### src/rtl/uart_pkg.sv
// rtl/uart_pkg.sv - shared UART types, parity codes and baud divisor helper
package uart_pkg;

  typedef enum logic [2:0] {
    S_IDLE,
    S_START,
    S_DATA,
    S_PARITY,
    S_STOP
  } rx_state_t;

  localparam int PAR_NONE = 0;
  localparam int PAR_ODD  = 1;
  localparam int PAR_EVEN = 2;

  // Clocks per oversample tick; truncating divide, never below 1.
  function automatic int calc_div(input int clk_freq, input int baud, input int oversample);
    int d;
    d = clk_freq / (baud * oversample);
    if (d < 1) d = 1;
    return d;
  endfunction

endpackage

### src/rtl/uart_baud_gen.sv
// rtl/uart_baud_gen.sv - free-running oversample tick generator
module uart_baud_gen
  import uart_pkg::*;
#(
  parameter int CLK_FREQ   = 50_000_000,
  parameter int BAUD       = 115_200,
  parameter int OVERSAMPLE = 16
) (
  input  logic clk,
  input  logic reset,
  output logic tick
);

  localparam int DIV = calc_div(CLK_FREQ, BAUD, OVERSAMPLE);
  localparam int CW  = (DIV > 1) ? $clog2(DIV) : 1;
  localparam logic [CW-1:0] CNT_LAST = CW'(DIV - 1);

  logic [CW-1:0] cnt;

  // count 0..DIV-1 and pulse tick for one clock on each wrap
  always_ff @(posedge clk or posedge reset) begin
    if (reset) begin
      cnt  <= '0;
      tick <= 1'b0;
    end else if (cnt == CNT_LAST) begin
      cnt  <= '0;
      tick <= 1'b1;
    end else begin
      cnt  <= cnt + 1'b1;
      tick <= 1'b0;
    end
  end

endmodule

### src/rtl/uart_rx_cfg.sv
// rtl/uart_rx_cfg.sv - configurable UART receiver with 3-sample majority voting
module uart_rx_cfg
  import uart_pkg::*;
#(
  parameter int CLK_FREQ   = 50_000_000,
  parameter int BAUD       = 115_200,
  parameter int OVERSAMPLE = 16,
  parameter int DATA_BITS  = 8,
  parameter int PARITY     = PAR_NONE,
  parameter int STOP_BITS  = 1
) (
  input  logic                 clk,
  input  logic                 reset,
  input  logic                 rxd,
  output logic                 tick,
  output logic                 rx_done,
  output logic [DATA_BITS-1:0] data_out,
  output logic                 parity_err,
  output logic                 frame_err
);

  localparam int SCW = $clog2(OVERSAMPLE);
  localparam int BCW = 4;
  localparam logic [SCW-1:0] SC_LAST   = SCW'(OVERSAMPLE - 1);
  localparam logic [SCW-1:0] SC_V0     = SCW'(OVERSAMPLE / 2 - 1);
  localparam logic [SCW-1:0] SC_V1     = SCW'(OVERSAMPLE / 2);
  localparam logic [SCW-1:0] SC_V2     = SCW'(OVERSAMPLE / 2 + 1);
  localparam logic [BCW-1:0] DATA_LAST = BCW'(DATA_BITS - 1);
  localparam logic [BCW-1:0] STOP_LAST = BCW'(STOP_BITS - 1);

  logic                 tick_int;
  logic                 rx_meta;
  logic                 rxs;
  rx_state_t            state;
  logic                 armed;
  logic [SCW-1:0]       sc;
  logic [BCW-1:0]       bit_cnt;
  logic                 vote0;
  logic                 vote1;
  logic [DATA_BITS-1:0] shreg;
  logic                 par_sh;
  logic                 frm_sh;
  logic                 bit_val;
  logic                 decide;
  logic                 par_exp;

  uart_baud_gen #(
    .CLK_FREQ  (CLK_FREQ),
    .BAUD      (BAUD),
    .OVERSAMPLE(OVERSAMPLE)
  ) u_baud_gen (
    .clk  (clk),
    .reset(reset),
    .tick (tick_int)
  );

  // two-flop synchroniser on the asynchronous line, idling high
  always_ff @(posedge clk or posedge reset) begin
    if (reset) begin
      rx_meta <= 1'b1;
      rxs     <= 1'b1;
    end else begin
      rx_meta <= rxd;
      rxs     <= rx_meta;
    end
  end

  // exported tick is delayed one clock so it lines up with the registered rx_done
  always_ff @(posedge clk or posedge reset) begin
    if (reset) tick <= 1'b0;
    else       tick <= tick_int;
  end

  assign bit_val = (vote0 & vote1) | (vote0 & rxs) | (vote1 & rxs);
  assign decide  = tick_int && (sc == SC_V2);
  assign par_exp = (PARITY == PAR_ODD) ? ~^shreg : ^shreg;

  // frame FSM: sampling, shifting, error shadows and output update
  always_ff @(posedge clk or posedge reset) begin
    if (reset) begin
      state      <= S_IDLE;
      armed      <= 1'b0;
      sc         <= '0;
      bit_cnt    <= '0;
      vote0      <= 1'b1;
      vote1      <= 1'b1;
      shreg      <= '0;
      par_sh     <= 1'b0;
      frm_sh     <= 1'b0;
      rx_done    <= 1'b0;
      data_out   <= '0;
      parity_err <= 1'b0;
      frame_err  <= 1'b0;
    end else begin
      rx_done <= 1'b0;
      if (tick_int) begin
        if (state != S_IDLE) begin
          sc <= (sc == SC_LAST) ? '0 : sc + 1'b1;
          if (sc == SC_V0) vote0 <= rxs;
          if (sc == SC_V1) vote1 <= rxs;
        end
        case (state)
          S_IDLE: begin
            if (rxs) begin
              armed <= 1'b1;
            end else if (armed) begin
              state <= S_START;
              sc    <= '0;
            end
          end
          S_START: begin
            if (decide) begin
              if (!bit_val) begin
                state   <= S_DATA;
                bit_cnt <= '0;
                par_sh  <= 1'b0;
                frm_sh  <= 1'b0;
              end else begin
                state <= S_IDLE;
              end
            end
          end
          S_DATA: begin
            if (decide) begin
              shreg <= {bit_val, shreg[DATA_BITS-1:1]};
              if (bit_cnt == DATA_LAST) begin
                bit_cnt <= '0;
                state   <= (PARITY != PAR_NONE) ? S_PARITY : S_STOP;
              end else begin
                bit_cnt <= bit_cnt + 1'b1;
              end
            end
          end
          S_PARITY: begin
            if (decide) begin
              par_sh <= (bit_val != par_exp);
              state  <= S_STOP;
            end
          end
          S_STOP: begin
            if (decide) begin
              frm_sh <= frm_sh | ~bit_val;
              if (bit_cnt == STOP_LAST) begin
                data_out   <= shreg;
                parity_err <= par_sh;
                frame_err  <= frm_sh | ~bit_val;
                rx_done    <= 1'b1;
                bit_cnt    <= '0;
                state      <= S_IDLE;
              end else begin
                bit_cnt <= bit_cnt + 1'b1;
              end
            end
          end
          default: state <= S_IDLE;
        endcase
      end
    end
  end

endmodule
### config.mk
export PLATFORM = sky130hd
export DESIGN_NAME = uart_rx_cfg
export DESIGN_NICKNAME = d
export VERILOG_FILES = /design/src/rtl/uart_pkg.sv /design/src/rtl/uart_baud_gen.sv /design/src/rtl/uart_rx_cfg.sv
export SDC_FILE = /design/constraint.sdc
export NUM_CORES = 1
export LEC_CHECK = 0
export BUFFER_PORTS_ARGS = -buffer_cell sky130_fd_sc_hd__clkbuf_2
export CAP_MARGIN = 25
export CORE_AREA = 2 2 64 66
export CTS_BUF_LIST = sky130_fd_sc_hd__clkbuf_16
export CTS_CLUSTER_DIAMETER = 80
export DETAILED_ROUTE_END_ITERATION = 8
export DIE_AREA = 0 0 66 68
export PLACE_DENSITY = 0.84
export SETUP_SLACK_MARGIN = 0.2
export SLEW_MARGIN = 25
export SYNTH_ARGS = -nofsm -noshare
export SYNTH_HDL_FRONTEND = slang
export SYNTH_SLANG_ARGS = --single-unit
### constraint.sdc
create_clock -name clk -period 5 [get_ports clk]
set_clock_uncertainty 0.2 [all_clocks]
set_input_delay 1 -clock clk [delete_from_list [all_inputs] [get_ports clk]]
set_output_delay 1 -clock clk [all_outputs]
set_load 0.05 [all_outputs]
Yosys cells after proc, flatten, opt, wreduce, memory -nomap -nowiden
Index checks and enable logic that the tools add are counted.

Add/subtract/negate cells: 3. Reductions and logical operators: 17. Equal/unequal tests: 20. Multiplexer cells: 34. Bitwise logic cells: 7.

Operators with widths (count): 4-bit 2-to-1 mux (11); 3-bit 2-to-1 mux (8); 2-bit != test (second input constant) (9); 3-bit case mux with 5 select lines (1); 4-bit == test (second input constant) (3); 4-bit case mux with 3 select lines (1); 3-bit AND reduction (4); 5-bit AND reduction (2); 1-bit 2-to-1 mux (9); 9-bit AND reduction (1); 4-bit by 1-bit adder with 4-bit output (second input constant) (2); 4-bit by 3-bit == test with 1-bit output (second input constant) (2); 8-bit XOR reduction (1); 3-bit by 2-bit == test with 1-bit output (second input constant) (2); 6-bit AND reduction (1); 3-bit nonzero test (2); 5-bit by 1-bit adder with 5-bit output (second input constant) (1); 5-bit == test (second input constant) (1); 5-bit 2-to-1 mux (1); 4-bit zero test (1); 1-bit case mux with 2 select lines (2); 4-bit AND reduction (1); 2-bit nonzero test (2); 1-bit AND (3); other kinds (8) (10).

Flip-flop bits (word level): 44. Output and inout bits: 12.

Logic depth before layout (Yosys ltp)
Depth in word-level cells: 7. Gate-level depth with buffers: 7. Depth with buffers taken out: 6.

Cells and area by module
From an unflattened synthesis, not the netlist that was laid out.

Cells, all modules: 187. Area total of the unflattened synthesis: 2195.9 µm².

By module, submodules not included: uart_rx_cfg (times used 1, area an instance 1900.6 µm², cells an instance 161); uart_baud_gen (times used 1, area an instance 295.3 µm², cells an instance 26).

Least setup slack after synthesis
OpenSTA, ideal clock, no wires.

Path kind: register to register. Start: reg bit_cnt[0]. End: reg data_out[0]. Clock period less this slack: 2.078 ns. Cell stages (with the launch flop): 7. Arrival: 1.754 ns. Setup slack: 2.922 ns. Setup time: 0.125 ns. Required time: 4.675 ns. Cells stage by stage: dfrtp_1 -> inv_1 -> ha_1 -> or3b_2 -> nor3_2 -> buf_4 -> mux2_2.

Word-level cells in the longest chain between the ends: 2.

RTL lines: from (decl) (RTL line uart_rx_cfg.sv:37) `logic [BCW-1:0] bit_cnt;`; from (signal assigned) (RTL line uart_rx_cfg.sv:130) `bit_cnt <= bit_cnt + 1'b1;`; from (signal assigned) (RTL line uart_rx_cfg.sv:151) `bit_cnt <= bit_cnt + 1'b1;`; 4-bit zero test (RTL line uart_rx_cfg.sv:143) `if (bit_cnt == STOP_LAST) begin`; 4-bit AND reduction (no source line); to (signal assigned) (RTL line uart_rx_cfg.sv:144) `data_out <= shreg;`; to (decl) (RTL line uart_rx_cfg.sv:17) `output logic [DATA_BITS-1:0] data_out,`.

Every way passes these cells. A chain may end at the register's enable or synchronous reset.

Worst setup path after layout
Start: reg bit_cnt[0]. End: reg data_out[2].

The elaborated chain is that of the path after synthesis.

==> summary.md <==
| Metric | Value |
|---|---|
| Tot GR Track Use | 0.184 |
| Cell variety after synth | between 50 and 60 |
| Post-CTS setup repair buffer count | 0 |
| Starting Density | 0.569 |
| Total number of vias | about 1400 |
| Psw | 0.133 mW |
| Setup repair after global routing missed its margin | no |
| Reg clk slew, reported paths | around 0.060 ns |
| Floorplan die width | 66 microns |
| Layout fillers | between 300 and 400 |
| Half-perimeter wire length of the detailed placement result | between 2000 and 2500 microns |
| Hold Crit Class | register to register |
| Count of H-tree levels built during CTS | 2 |
| Ordered list of cells on the worst path | inv_1 > ha_1 > or3b_2 > nor3_2 > mux2_2 |
| Synthesized area per cell | 12.4 sq um |
| Area added between synthesis and finish | 10.7% |
| TritonCTS clock tree | yes |
| Final Wtd Congestion | around 0.79 |
| Remaining global-route overflow | 0 |
| Most common cell in the netlist | sky130_fd_sc_hd__dfrtp_1 |
| Slew of the pin with the lowest slew margin | roughly 0.89 ns |
| Power density cells | approximately 280 mW/mm^2 |
| Final hold violation count | 0 |
| Global-route wire length before repair | between 6000 and 7000 microns |
| Vias per std cell | ~5.7 |
| Total clock buffers created by CTS | 5 |
| Area share of the largest cell type after synthesis | 0.456 |
| Reg power frac | 0.532 |
| Initial DRC Count | 37 |
| Arrival time worst endpoint | between 2 and 3 ns |
| Clock latency at the later pin of the worst-skew pair | 0.28 ns |
| Largest net degree at the start of global routing | 45 |
| Via count of the first global-routing pass | ~1300 |
| Count of cells along the worst hold path | 0 |
| Leakage component of the power | 1.15 nW |
| Slowest CP cell | sky130_fd_sc_hd__nor3_2 |
| Ratio of cells with drive above 1 in the final layout | 0.284 |
| Number of top-level pins | 15 |
| Maximum number of buffers from clock root to sink | 2 |
| Floorplan die area | roughly 0.0045 sq mm |
| Number of core rows | 23 |
| Number of instances resized during post-cts repair | 0 |
| Quantity of I/O buffers inserted on ports | 14 |
| Comb pwr share | 0.013 |
| Headroom to the max-slew limit | 0.405 |
| Fraction of synthesis flops using an asynchronous set or reset pin | 1.00 |
| # diodes | 0 |
| Mapped Cells | 177 |
| Root buffer cell | sky130_fd_sc_hd__clkbuf_16 |
| Router iterations before antenna repair | 4 |
| Power share of the clock group | 0.455 |
| Final count of negative-setup-slack endpoints | 0 |
| Status | finished clean |
| Cell Area, Placed | between 0.002 and 0.0025 sq mm |
| Core footprint | 0.00386 sq mm |
| Setup TNS | 0 ns |
| Hold-fix buffers at CTS | 0 |
| Final instance area | 0.00243 sq mm |
| Reg2Reg Depth | 5 |
| Clock tree sinks | 44 |
| Total nets after synthesis | 187 |
| Minimum clock period after layout | 2.62 ns |
| Max-cap violations | 0 |
| Data required time of the worst path | roughly 5.0 ns |
| Worst hold slack | 0.155 ns |
| Fin crit share | 0.524 |
| Highest ir drop seen on vdd | approximately 0.00027 V |
| Count of flip-flops with a built-in enable after synthesis | 0 |
| Cell Int Power | 0.541 mW |
| Post-route ant nets | 0 |
| Synthesized cell area | about 0.0022 sq mm |
| Detailed-route wire length | 3570 microns |
| Max Freq | 382 MHz |
| Seq cells post-synth | 44 |
| Core occupancy in the finished layout | 0.629 |
| Final-stage net count | 203 |
| Biggest area consumer among synthesized cells | sky130_fd_sc_hd__dfrtp_1 |
| CP Max Fanout | 11 |
| Slew Viols, Final | 0 |
| Synth top area cells | sky130_fd_sc_hd__dfrtp_1, sky130_fd_sc_hd__mux2_2, sky130_fd_sc_hd__mux2_4, sky130_fd_sc_hd__dfstp_2, sky130_fd_sc_hd__ha_1 |
| Share of synthesized area occupied by flip-flops and latches | 0.504 |
| Predominant post-synthesis flop cell | sky130_fd_sc_hd__dfrtp_1 |
| Die H | between 60 and 70 microns |
| Critical Path Start Type | register |
| Worst setup path class | register to register |
| Critical path's largest stage delay | around 0.73 ns |
| DRC violations left | 0 |
| Wire per inst | 14.6 microns |
| Top cells by count, synth | sky130_fd_sc_hd__dfrtp_1, sky130_fd_sc_hd__mux2_2, sky130_fd_sc_hd__inv_1, sky130_fd_sc_hd__o21ai_0 |
| Register area | 0.00111 sq mm |
| Antenna violations before repair | 0 |
| Switching fraction of total power | 0.197 |
| Yosys warning total | 0 |
| Type of destination of the critical path | register |
| Combined area of the multi-input logic cells | roughly 1000 sq um |
final timing paths:
path | start | end | slack (ns)
max | bit_cnt[0]$_DFFE_PP0P_ | data_out[2]$_DFFE_PP0P_ | 2.38
max in group asynchronous | reset | vote0$_DFFE_PP1P_ | 3.60
min in group asynchronous | reset | data_out[4]$_DFFE_PP0P_ | 0.61
min reg2reg | rx_meta$_DFF_PP1_ | rxs$_DFF_PP1_ | 0.15
min | rx_meta$_DFF_PP1_ | rxs$_DFF_PP1_ | 0.15
max reg2reg | bit_cnt[0]$_DFFE_PP0P_ | data_out[2]$_DFFE_PP0P_ | 2.38
metrics by stage:
stage          instances  power, mW  worst slack [ns]
2_1_floorplan        177      0.371              2.78
3_3_place_gp         236      0.375              2.50
3_5_place_dp         236      0.374              2.38
4_1_cts              244      0.682              2.36
5_1_grt              244      0.695              2.21
6_report             244      0.674              2.38
routing by layer:
layer / up-vias / track usage / routed length [microns]
li1: 658 / - / -
met1: 701 / 0.249 / 1700
met2: 23 / 0.280 / 1670
met3: 10 / 0.0543 / 143
met4: 0 / 0.0765 / 68
met5: - / 0 / 0
power groups by stage:
stage	Combinational, mW	Clock [mW]	Sequential (mW)
floorplan	0.00607	0	0.365
global placement	0.00939	0	0.365
detailed placement	0.00925	0	0.365
CTS	0.00938	0.314	0.359
global route	0.0107	0.325	0.359
finish	0.00878	0.306	0.359
final cells by class:
class,instances,share of cell area
clock buffers,5,0.0515
clock inverters,3,0.00619
inverters,12,0.0186
multi-input cells,115,0.410
flip-flops and latches,44,0.456
well taps,50,0.0258
repair buffers,15,0.0320
worst max-delay path, delay by kind of cell (launching register included):
kind	cells	cell delay [ns]
AND/OR/NAND/NOR	2	1.20
flip-flops	1	0.40
adder cells (fa/ha/maj)	1	0.18
buffers and inverters	1	0.11
multiplexers	1	0.42
sequential cells by signal (all words and copies together), names as in the netlist, 3 cells and up:
signal,cells
shreg,8
state,3
u_baud_gen.cnt,5
bit_cnt,4
data_out,8
sc,4
layout by cell type, fill, tap and decap left out, types with 4 or more instances in the layout:
| cell type | instances |
|---|---|
| sky130_fd_sc_hd__inv_1 | 12 |
| sky130_fd_sc_hd__ha_1 | 7 |
| sky130_fd_sc_hd__mux2_2 | 13 |
| sky130_fd_sc_hd__nor2b_1 | 4 |
| sky130_fd_sc_hd__clkbuf_16 | 5 |
| sky130_fd_sc_hd__clkbuf_2 | 14 |
| sky130_fd_sc_hd__o21ai_0 | 10 |
| sky130_fd_sc_hd__mux2_4 | 8 |
| sky130_fd_sc_hd__nand3_1 | 6 |
| sky130_fd_sc_hd__nand2_1 | 4 |
| sky130_fd_sc_hd__xnor2_1 | 8 |
| sky130_fd_sc_hd__dfrtp_1 | 40 |
| sky130_fd_sc_hd__dfstp_2 | 4 |
| sky130_fd_sc_hd__nand2b_1 | 4 |
| sky130_fd_sc_hd__nor2_1 | 7 |
cells by family after synthesis:
group,after synthesis,synth area share
adders and majority gates,8,0.0445
DFF,44,0.504
AOI/OAI and AO/OA,28,0.0941
xor gates and xnor gates,10,0.0462
muxes,23,0.131
and+or+nand+nor,46,0.139
buffers and inverters,18,0.0416
Power figures use the tool's default switching activity.
